[src/rtl/frame_bank_ctrl.sv]
// rtl/frame_bank_ctrl.sv - double-buffered frame RAM bank controller
// Driver reads the front bank, host writes the back bank; banks swap on the first latch after commit.
module frame_bank_ctrl #(
  parameter int c_channels = 960,
  parameter int c_addr_w   = $clog2(c_channels),
  parameter int c_bps      = 12
) (
  input  logic                i_clk,
  input  logic                i_rst_n,
  input  logic [c_addr_w-1:0] i_rd_addr,
  input  logic                i_rd,
  output logic [c_bps-1:0]    o_rd_data,
  input  logic                i_drq,
  input  logic [c_addr_w-1:0] i_wr_addr,
  input  logic [c_bps-1:0]    i_wr_data,
  input  logic                i_wr_valid,
  output logic                o_wr_ready,
  input  logic                i_commit,
  output logic                o_pending,
  output logic                o_swap,
  output logic                o_front,
  output logic [15:0]         o_frames,
  output logic                o_wr_err,
  output logic [c_addr_w-1:0] o_a_addr,
  output logic                o_a_we,
  output logic [c_bps-1:0]    o_a_wdata,
  input  logic [c_bps-1:0]    i_a_rdata,
  output logic [c_addr_w-1:0] o_b_addr,
  output logic                o_b_we,
  output logic [c_bps-1:0]    o_b_wdata,
  input  logic [c_bps-1:0]    i_b_rdata
);

  localparam logic [1:0] S_IDLE    = 2'd0;
  localparam logic [1:0] S_PENDING = 2'd1;
  localparam logic [1:0] S_SWAP    = 2'd2;

  localparam logic [c_addr_w:0] c_lim = (c_addr_w + 1)'(c_channels);

  logic [1:0]  r_state;
  logic [1:0]  w_state_nx;
  logic        r_front;
  logic        r_front_d;
  logic        r_drq_q;
  logic        r_wr_err;
  logic [15:0] r_frames;

  logic w_idle;
  logic w_drq_rise;
  logic w_accept;
  logic w_in_range;
  logic w_back_we;
  logic w_commit_ok;
  logic w_unused_rd;

  // The RAM reads every cycle, so the driver's read strobe carries no information here.
  assign w_unused_rd = i_rd;

  assign w_idle      = (r_state == S_IDLE);
  assign w_drq_rise  = i_drq & ~r_drq_q;
  assign w_accept    = i_wr_valid & w_idle;
  assign w_in_range  = ({1'b0, i_wr_addr} < c_lim);
  assign w_back_we   = w_accept & w_in_range;
  assign w_commit_ok = w_idle & i_commit;

  always_comb begin
    w_state_nx = r_state;
    case (r_state)
      S_IDLE:    if (i_commit) w_state_nx = S_PENDING;
      S_PENDING: if (w_drq_rise) w_state_nx = S_SWAP;
      S_SWAP:    w_state_nx = S_IDLE;
      default:   w_state_nx = S_IDLE;
    endcase
  end

  always_ff @(posedge i_clk or negedge i_rst_n) begin
    if (!i_rst_n) begin
      r_state   <= S_IDLE;
      r_front   <= 1'b0;
      r_front_d <= 1'b0;
      r_drq_q   <= 1'b0;
      r_wr_err  <= 1'b0;
      r_frames  <= 16'd0;
    end else begin
      r_state   <= w_state_nx;
      r_drq_q   <= i_drq;
      r_front_d <= r_front;
      if (r_state == S_SWAP) begin
        r_front  <= ~r_front;
        r_frames <= r_frames + 16'd1;
      end
      // A bad write in the same cycle as the commit keeps the error visible.
      if (w_accept & ~w_in_range) begin
        r_wr_err <= 1'b1;
      end else if (w_commit_ok) begin
        r_wr_err <= 1'b0;
      end
    end
  end

  assign o_wr_ready = w_idle;
  assign o_pending  = (r_state == S_PENDING);
  assign o_swap     = (r_state == S_SWAP);
  assign o_front    = r_front;
  assign o_frames   = r_frames;
  assign o_wr_err   = r_wr_err;

  assign o_a_addr  = r_front ? i_wr_addr : i_rd_addr;
  assign o_a_we    = r_front & w_back_we;
  assign o_a_wdata = i_wr_data;
  assign o_b_addr  = r_front ? i_rd_addr : i_wr_addr;
  assign o_b_we    = ~r_front & w_back_we;
  assign o_b_wdata = i_wr_data;

  // Select by the front bank of the previous cycle, matching the RAM's read latency.
  assign o_rd_data = r_front_d ? i_b_rdata : i_a_rdata;

endmodule
[config.mk]
export PLATFORM = sky130hd
export DESIGN_NAME = frame_bank_ctrl
export DESIGN_NICKNAME = d
export VERILOG_FILES = /design/src/rtl/frame_bank_ctrl.sv
export SDC_FILE = /design/constraint.sdc
export NUM_CORES = 1
export LEC_CHECK = 0
export BUFFER_PORTS_ARGS = -buffer_cell sky130_fd_sc_hd__buf_2
export CAP_MARGIN = 20
export CORE_MARGIN = 3
export CORE_UTILIZATION = 30
export DETAILED_ROUTE_END_ITERATION = 16
export HOLD_SLACK_MARGIN = 0.1
export PLACE_DENSITY = 0.75
export SLEW_MARGIN = 20
export SYNTH_ARGS = -nofsm -noshare
export SYNTH_HDL_FRONTEND = slang
export SYNTH_SLANG_ARGS = --single-unit
[constraint.sdc]
create_clock -name i_clk -period 2.7 [get_ports i_clk]
set_input_delay 0.54 -clock i_clk [delete_from_list [all_inputs] [get_ports i_clk]]
set_output_delay 0.54 -clock i_clk [all_outputs]
set_load 0.1 [all_outputs]
==> qor.txt, run 1 <==
Buf/Inv on CP: 2
Top FF cell, synth: dfrtp_1
share of layout cells above drive strength 1: 67.0%
clock latency on the worst-skew pair: 0.25 ns
Die Area: 5830 um^2
Clock power frac: 7.2%
setup slack after placement: 0.607 ns
Final Core Density: 43.0%
Synth top cells by count: mux2_2, buf_4, dfrtp_1, nand2_1, xnor2_1
Worst Setup Start Kind: flip-flop
top cell type's share of synthesized area: 37.1%
Final WS setup: 0.346 ns
status: finished, final reports clean
P_sw: 1.80 mW
sw frac: 67.8%
CTS tree: yes
DRT Pass-1 Iters: 2
Synth Cell Area: 1480 um^2
TritonCTS buffer count: 3
largest net degree at the start of global routing: 23
slowest CP cell: dfrtp_1
crit-path max cell delay: 0.59 ns
Worst Clk Skew: 0.00493 ns
Reg2Reg Setup Slack: 1.15 ns
fin nets: 283
CTS resizes: 0
vias post-DR: 1,250
hold_buf cts: 0
clk slew on worst S/H paths: 0.07 ns
CP Data Arrival Time: 1.81 ns
antenna violations before repair: 0
Die Span Y: 76.3 um
Pleak: 1.06 nW
Mapped Cells: 138
final setup vio count: 0
number of global-route vias before repair: 1,217
CTS root buffer: clkbuf_8
most instantiated library cell after synthesis: mux2_2
RSZ-0062 raised after global routing: no
internal power: 0.852 mW
fin crit period: 2.35 ns
die width: 76.3 um
antenna cell count: 0
hold crit path type: primary input to async pin
worst r2r src: r_state[0]
Synth cell types: 25
Iter 0 DRT Violations: 16
Initial Utilization: 32.5%
Peak VDD IR: 0.873 mV
period utilization: 87.2%
H-tree Lvls: 1
WP depth: 3
placed wire-length estimate: 3210 um
total routed wirelength: 3790 um
CP endpoint: o_b_addr[3]
Via density: 4.42
postcts setup bufs: 0
ANT nets after route: 0
area added between synthesis and finish: 32.1%
crit-path max FO: 17
ys async rst share: 100%
CP endpoint kind: primary output
Gate power share: 75.0%
dominant cells by area after synthesis: dfrtp_1, mux2_2, buf_4
Tightest Pin Transition: 0.517 ns
Power Dens Cells: 1350 nW/um^2
R2R depth: 4
total track usage: 12.1%
biggest area consumer among synthesized cells: dfrtp_1
Ys Warns: 0
setup TNS: 0 ns
post-synthesis register bit count: 22
cell-by-cell trace of the critical path: buf_4 > mux2_2 > buf_2
worst setup path start: o_front
sequential cell area fraction in the yosys report: 37.1%
CTS sink count: 22
DRC Markers: 0
critical path class: flip-flop to primary output
CORE AREA: 4560 um^2
Req. time, crit path: 2.16 ns
Mapped Nets: 201
Avg WL per Cell: 13.4 um
CP top delay family: buffers and inverters
final hold vios: 0
first-pass GRT wire length: 5910 um
sequential share of power: 17.8%
synthesized area per cell: 10.8 um^2
Post-synth EDFFs: 0
IO Pins: 141
reg2reg end: o_frames[14]
GPL Wtd Cong: 0.776
Slew Limit Fails: 0
GRT overflow: 0
# rows: 24
Port-buffer cells: 103
Rel. slew slack: 65.8%
clock buffer depth: 2
max cap viols: 0
fmax: 425 MHz
==> logic make-up (layout without fill, tap and decap cells) <==
family                     count (synthesis)  in the layout  share of synthesized area (%)
and+or+nand+nor                           35             35                           13.2
AOI/OAI and AO/OA                          2              2                          0.927
muxes                                     33             33                           25.0
xor gates and xnor gates                  16             16                           9.44
adders and majority gates                  1              1                          0.843
DFF                                       22             22                           37.1
buffers and inverters                     29            109                           13.5
==> worst min-delay path by stage <==
stage / startpoint / end / slack [ns]
floorplan: i_rst_n / o_frames[0] / 0.24
global placement: o_wr_err / o_wr_err / 0.47
detailed placement: o_wr_err / o_wr_err / 0.47
CTS: i_rst_n / r_drq_q / 0.25
global route: i_rst_n / r_drq_q / 0.27
finish: i_rst_n / r_drq_q / 0.24
==> state kept, by name, indices dropped and copies added (netlist names) <==
register,count
o_frames,16
r_state,2
o_front,1
o_wr_err,1
r_drq_q,1
r_front_d,1
==> worst reg2reg max path: cells and delay by family (launching register included) <==
kind             cells  cell delay, ns
flip-flops           1            0.46
AND/OR/NAND/NOR      3            0.82
XOR/XNOR             1            0.18
==> layout make-up <==
cell class | count | area [um^2]
Clock buffer | 3 | 41.3
Multi-Input combinational cell | 87 | 753
Sequential cell | 22 | 551
Tap cell | 65 | 81.3
Inverter | 1 | 3.75
Fill cell | 473 | 2600
Timing Repair Buffer | 105 | 531
==> routing by layer <==
layer	track usage (%)	up-vias	wire (um)	part of all wire, %
li1	-	614	-	-
met1	13.5	576	1400	37
met2	23.0	50	2030	53
met3	3.66	10	314	8.3
met4	1.81	0	46	1.2
met5	0	-	0	0
==> power groups by stage <==
| stage | registers [mW] | clock network (mW) | logic (mW) |
|---|---|---|---|
| 6_report | 0.471 | 0.191 | 1.99 |
| 3_5_place_dp | 0.482 | 0 | 1.99 |
| 2_1_floorplan | 0.680 | 0 | 1.73 |
| 4_1_cts | 0.475 | 0.199 | 2.00 |
| 3_3_place_gp | 0.479 | 0 | 1.98 |
| 5_1_grt | 0.486 | 0.210 | 2.04 |
==> per-stage QoR <==
step / hold WS, ns / total power [mW] / area, um^2 / std cells
floorplan: 0.244 / 2.41 / 1500 / 138
global placement: 0.467 / 2.46 / 1920 / 280
detailed placement: 0.472 / 2.48 / 1920 / 280
CTS: 0.254 / 2.67 / 1960 / 283
global route: 0.274 / 2.73 / 1960 / 283
finish: 0.237 / 2.65 / 1960 / 283
==> cells in the final DEF (no fill, tap or decap), types with 2 or more instances in the layout <==
cell type,synthesis,final
nand4_1,2,2
nor2b_1,2,2
nand3_1,2,2
buf_2,1,103
and3_1,4,4
dfrtp_1,22,22
nand2_1,12,12
xnor2_1,9,9
xor2_1,7,7
nor2_1,4,3
mux2_2,33,33
clkbuf_8,0,3
nor3_1,2,2
buf_4,24,2
(Power assumes the default switching activity.)
==> run 2: changes to the inputs <==
--- a/config.mk
+++ b/config.mk
@@ -11,7 +11,7 @@
 export CORE_UTILIZATION = 30
 export DETAILED_ROUTE_END_ITERATION = 16
 export HOLD_SLACK_MARGIN = 0.1
-export PLACE_DENSITY = 0.75
+export PLACE_DENSITY = 0.66
 export SLEW_MARGIN = 20
 export SYNTH_ARGS = -nofsm -noshare
 export SYNTH_HDL_FRONTEND = slang
==> qor.txt, run 2 (synthesis gave the netlist of run 1 again) <==
status: finished, final reports clean
Power Dens Cells: 1370 nW/um^2
Req. time, crit path: 2.16 ns
GPL Wtd Cong: 0.731
Via density: 4.37
Multi-input gate area: 753 um^2
clock latency on the worst-skew pair: 0.26 ns
setup TNS: 0 ns
antenna violations before repair: 0
total routed wirelength: 4000 um
GRT overflow: 0
register area: 551 um^2
CTS root buffer: clkbuf_8
placed inst area: 1930 um^2
CP Data Arrival Time: 1.73 ns
Port-buffer cells: 103
Avg WL per Cell: 14.1 um
IO Pins: 141
internal power: 0.902 mW
ANT nets after route: 0
Die Span Y: 76.3 um
final setup vio count: 0
critical path class: flip-flop to primary output
CTS resizes: 0
number of global-route vias before repair: 1,271
hold_buf cts: 0
Worst Clk Skew: 0.00745 ns
hold crit path type: primary input to async pin
Initial Utilization: 32.5%
CTS sink count: 22
total track usage: 13.4%
share of layout cells above drive strength 1: 67.1%
max cap viols: 0
CP endpoint kind: primary output
die width: 76.3 um
RSZ-0062 raised after global routing: no
Final Core Density: 43.5%
fin nets: 283
Rel. slew slack: 65.6%
area added between synthesis and finish: 33.9%
worst setup path start: o_front
Gate power share: 73.8%
Worst Setup Start Kind: flip-flop
clk slew on worst S/H paths: 0.08 ns
largest net degree at the start of global routing: 23
Pleak: 1.07 nW
P_sw: 1.81 mW
placed wire-length estimate: 3290 um
H-tree Lvls: 1
Slew Limit Fails: 0
Die Area: 5830 um^2
placed insts: 280
Peak VDD IR: 0.822 mV
TritonCTS buffer count: 3
max FFs per register: 16
CTS tree: yes
fin crit period: 2.27 ns
first-pass GRT wire length: 6400 um
Final Cell Area: 1990 um^2
Filler cells: 479
Tightest Pin Transition: 0.516 ns
Clock power frac: 8.8%
crit-path max FO: 15
Iter 0 DRT Violations: 15
fmax: 440 MHz
final hold vios: 0
antenna cell count: 0
DRT Pass-1 Iters: 2
sequential share of power: 17.4%
commonest cells after routing, fill and taps aside: buf_2, mux2_2, dfrtp_1
clock buffer depth: 2
most common cell after layout, fill and taps aside: buf_2
Hold WS: 0.235 ns
sw frac: 66.8%
postcts setup bufs: 0
period utilization: 84.1%
# rows: 24
vias post-DR: 1,240
Finished Layout Cells: 284
worst r2r src: r_state[0]
CORE AREA: 4560 um^2
DRC Markers: 0
[run 2: path summary, 6_finish.rpt]
| check | end | slack [ns] | cells past startpoint |
|---|---|---|---|
| max | o_b_addr[9] | 0.43 | 3 |
| min | o_frames[7] | 0.24 | 1 |
| max reg2reg | o_frames[11] | 1.16 | 4 |
| min reg2reg | o_frames[11] | 0.48 | 1 |
| max in group asynchronous | r_front_d | 2.11 | 1 |
| min in group i_clk | r_drq_q | 0.41 | 1 |
[run 2: cell type report]
| class | instances | share of cell area [%] |
|---|---|---|
| multi-input cells | 87 | 37.9 |
| flip-flops and latches | 22 | 27.7 |
| repair buffers | 105 | 27.3 |
| well taps | 65 | 4.09 |
| clock buffers | 4 | 2.77 |
| inverters | 1 | 0.189 |
[run 2: critical path, stage by stage (launching register included)]
cell and delay (ns):
dfrtp_1 0.63, buf_12 0.21, mux2_2 0.33, buf_2 0.29
[run 2: through the flow]
step,power [mW],setup WS (ns)
final,2.72,0.430
after global placement,2.49,0.713
after CTS,2.74,0.395
after floorplan,2.41,0.0665
after detailed placement,2.50,0.699
after global routing,2.81,0.303
[run 2: power groups by stage]
stage | Sequential (mW) | Combinational (mW) | Clock [mW]
floorplan | 0.680 | 1.73 | 0
global route | 0.493 | 2.06 | 0.260
CTS | 0.475 | 2.02 | 0.251
global placement | 0.479 | 2.01 | 0
finish | 0.473 | 2.01 | 0.238
detailed placement | 0.480 | 2.02 | 0
[run 2: layer usage]
layer | global-route usage (%) | part of all wire [%]
met5 | 0 | 0
met4 | 3.62 | 0.92
met3 | 2.72 | 6.7
met2 | 25.7 | 54
met1 | 14.8 | 38
==> run 3: changes to the inputs <==
--- a/config.mk
+++ b/config.mk
@@ -11,7 +11,7 @@
 export CORE_UTILIZATION = 30
 export DETAILED_ROUTE_END_ITERATION = 16
 export HOLD_SLACK_MARGIN = 0.1
-export PLACE_DENSITY = 0.66
+export PLACE_DENSITY = 0.69
 export SLEW_MARGIN = 20
 export SYNTH_ARGS = -nofsm -noshare
 export SYNTH_HDL_FRONTEND = slang
==> constraint.sdc (replaced) <==
create_clock -name i_clk -period 2 [get_ports i_clk]
set_input_delay 0.4 -clock i_clk [delete_from_list [all_inputs] [get_ports i_clk]]
set_output_delay 0.4 -clock i_clk [all_outputs]
set_load 0.1 [all_outputs]
==> qor.txt, run 3 (synthesis gave the netlist of run 1 again) <==
CTS root buffer: clkbuf_8
reg2reg end: o_frames[14]
antenna violations before repair: 0
CTS sink count: 22
DRC Markers: 0
sequential share of power: 16.9%
fmax: 535 MHz
number of global-route vias before repair: 1,295
share of layout cells above drive strength 1: 69.7%
critical path class: flip-flop to primary output
Port-buffer cells: 103
Final Core Density: 50.9%
IO Pins: 141
Peak VDD IR: 1.18 mV
Worst Setup Start Kind: flip-flop
final hold vios: 0
GPL Wtd Cong: 0.671
hold crit path type: primary input to async pin
Req. time, crit path: 1.60 ns
max FFs per register: 16
hold_buf cts: 0
status: finished, final reports clean
sw frac: 61.1%
vias post-DR: 1,237
postcts setup bufs: 0
Tightest Pin Transition: 0.513 ns
P_sw: 2.51 mW
worst r2r src: r_state[0]
Via density: 4.37
commonest cells after routing, fill and taps aside: buf_2, mux2_2, buf_12
Slew Limit Fails: 0
final setup vio count: 0
total routed wirelength: 3890 um
CP Data Arrival Time: 1.47 ns
total track usage: 13.7%
Avg WL per Cell: 13.7 um
Clock power frac: 7.5%
period utilization: 93.5%
die width: 76.3 um
fin crit period: 1.87 ns
# rows: 24
R2R depth: 4
Die Span Y: 76.3 um
ANT nets after route: 0
Pleak: 1.17 nW
clk slew on worst S/H paths: 0.07 ns
H-tree Lvls: 1
clock latency on the worst-skew pair: 0.26 ns
most common cell after layout, fill and taps aside: buf_2
TritonCTS buffer count: 3
clock buffer depth: 2
GRT overflow: 0
Die Area: 5830 um^2
area added between synthesis and finish: 56.7%
CP endpoint kind: primary output
antenna cell count: 0
Iter 0 DRT Violations: 33
fin nets: 282
CTS tree: yes
first-pass GRT wire length: 6520 um
Reg2Reg Setup Slack: 0.48 ns
Initial Utilization: 32.5%
Power Dens Cells: 1770 nW/um^2
RSZ-0062 raised after global routing: no
CORE AREA: 4560 um^2
max cap viols: 0
largest net degree at the start of global routing: 26
internal power: 1.60 mW
Final Cell Area: 2320 um^2
Worst Clk Skew: 0.00273 ns
crit-path max FO: 25
Gate power share: 75.6%
placed inst area: 2270 um^2
CTS resizes: 1
placed wire-length estimate: 3310 um
Rel. slew slack: 66.1%
DRT Pass-1 Iters: 2
## run 3: stage by stage
step           setup WS (ns)  cells  hold WS, ns  power, mW  TNS [ns]
5_1_grt               0.0644    283        0.126       4.25         0
2_1_floorplan         -0.392    138        0.104       3.28    -0.455
4_1_cts                0.104    283        0.104       4.16         0
3_5_place_dp           0.284    279        0.394       3.83         0
3_3_place_gp           0.298    279        0.390       3.82         0
6_report               0.130    283       0.0907       4.11         0
## run 3: power groups by stage
stage	logic (mW)	registers [mW]	clock network, mW
6_report	3.11	0.696	0.308
5_1_grt	3.18	0.729	0.343
4_1_cts	3.13	0.703	0.327
3_5_place_dp	3.13	0.708	0
3_3_place_gp	3.11	0.707	0
2_1_floorplan	2.35	0.930	0
## run 3: metal layers
layer	share of wire [%]	vias up	global-route usage (%)
met1	37	554	15.5
met5	0	-	0
met4	2.9	0	5.62
met3	7.6	19	4.14
met2	52	53	23.8
li1	-	611	-
## run 3: critical path, stage by stage, from the launching register on
cell and delay [ns]:
dfrtp_4 0.63, mux2_2 0.41, buf_12 0.17
## run 3: how the worst max path moves through the flow
stage                     from            to  slack [ns]  cells past startpoint
floorplan           r_state[0]        o_b_we       -0.39                      3
global placement     r_front_d  o_rd_data[6]        0.30                      2
detailed placement   r_front_d  o_rd_data[6]        0.28                      2
CTS                    o_front   o_b_addr[4]        0.10                      2
global route         r_front_d  o_rd_data[0]        0.06                      2
finish                 o_front   o_b_addr[4]        0.13                      2
## run 3: cell type report
cell class                      instances  area [um^2]
Fill cell                             438         2240
Timing Repair Buffer                  104          868
Multi-Input combinational cell         87          758
Clock buffer                            4         55.1
Tap cell                               65         81.3
Inverter                                1         3.75
Sequential cell                        22          558
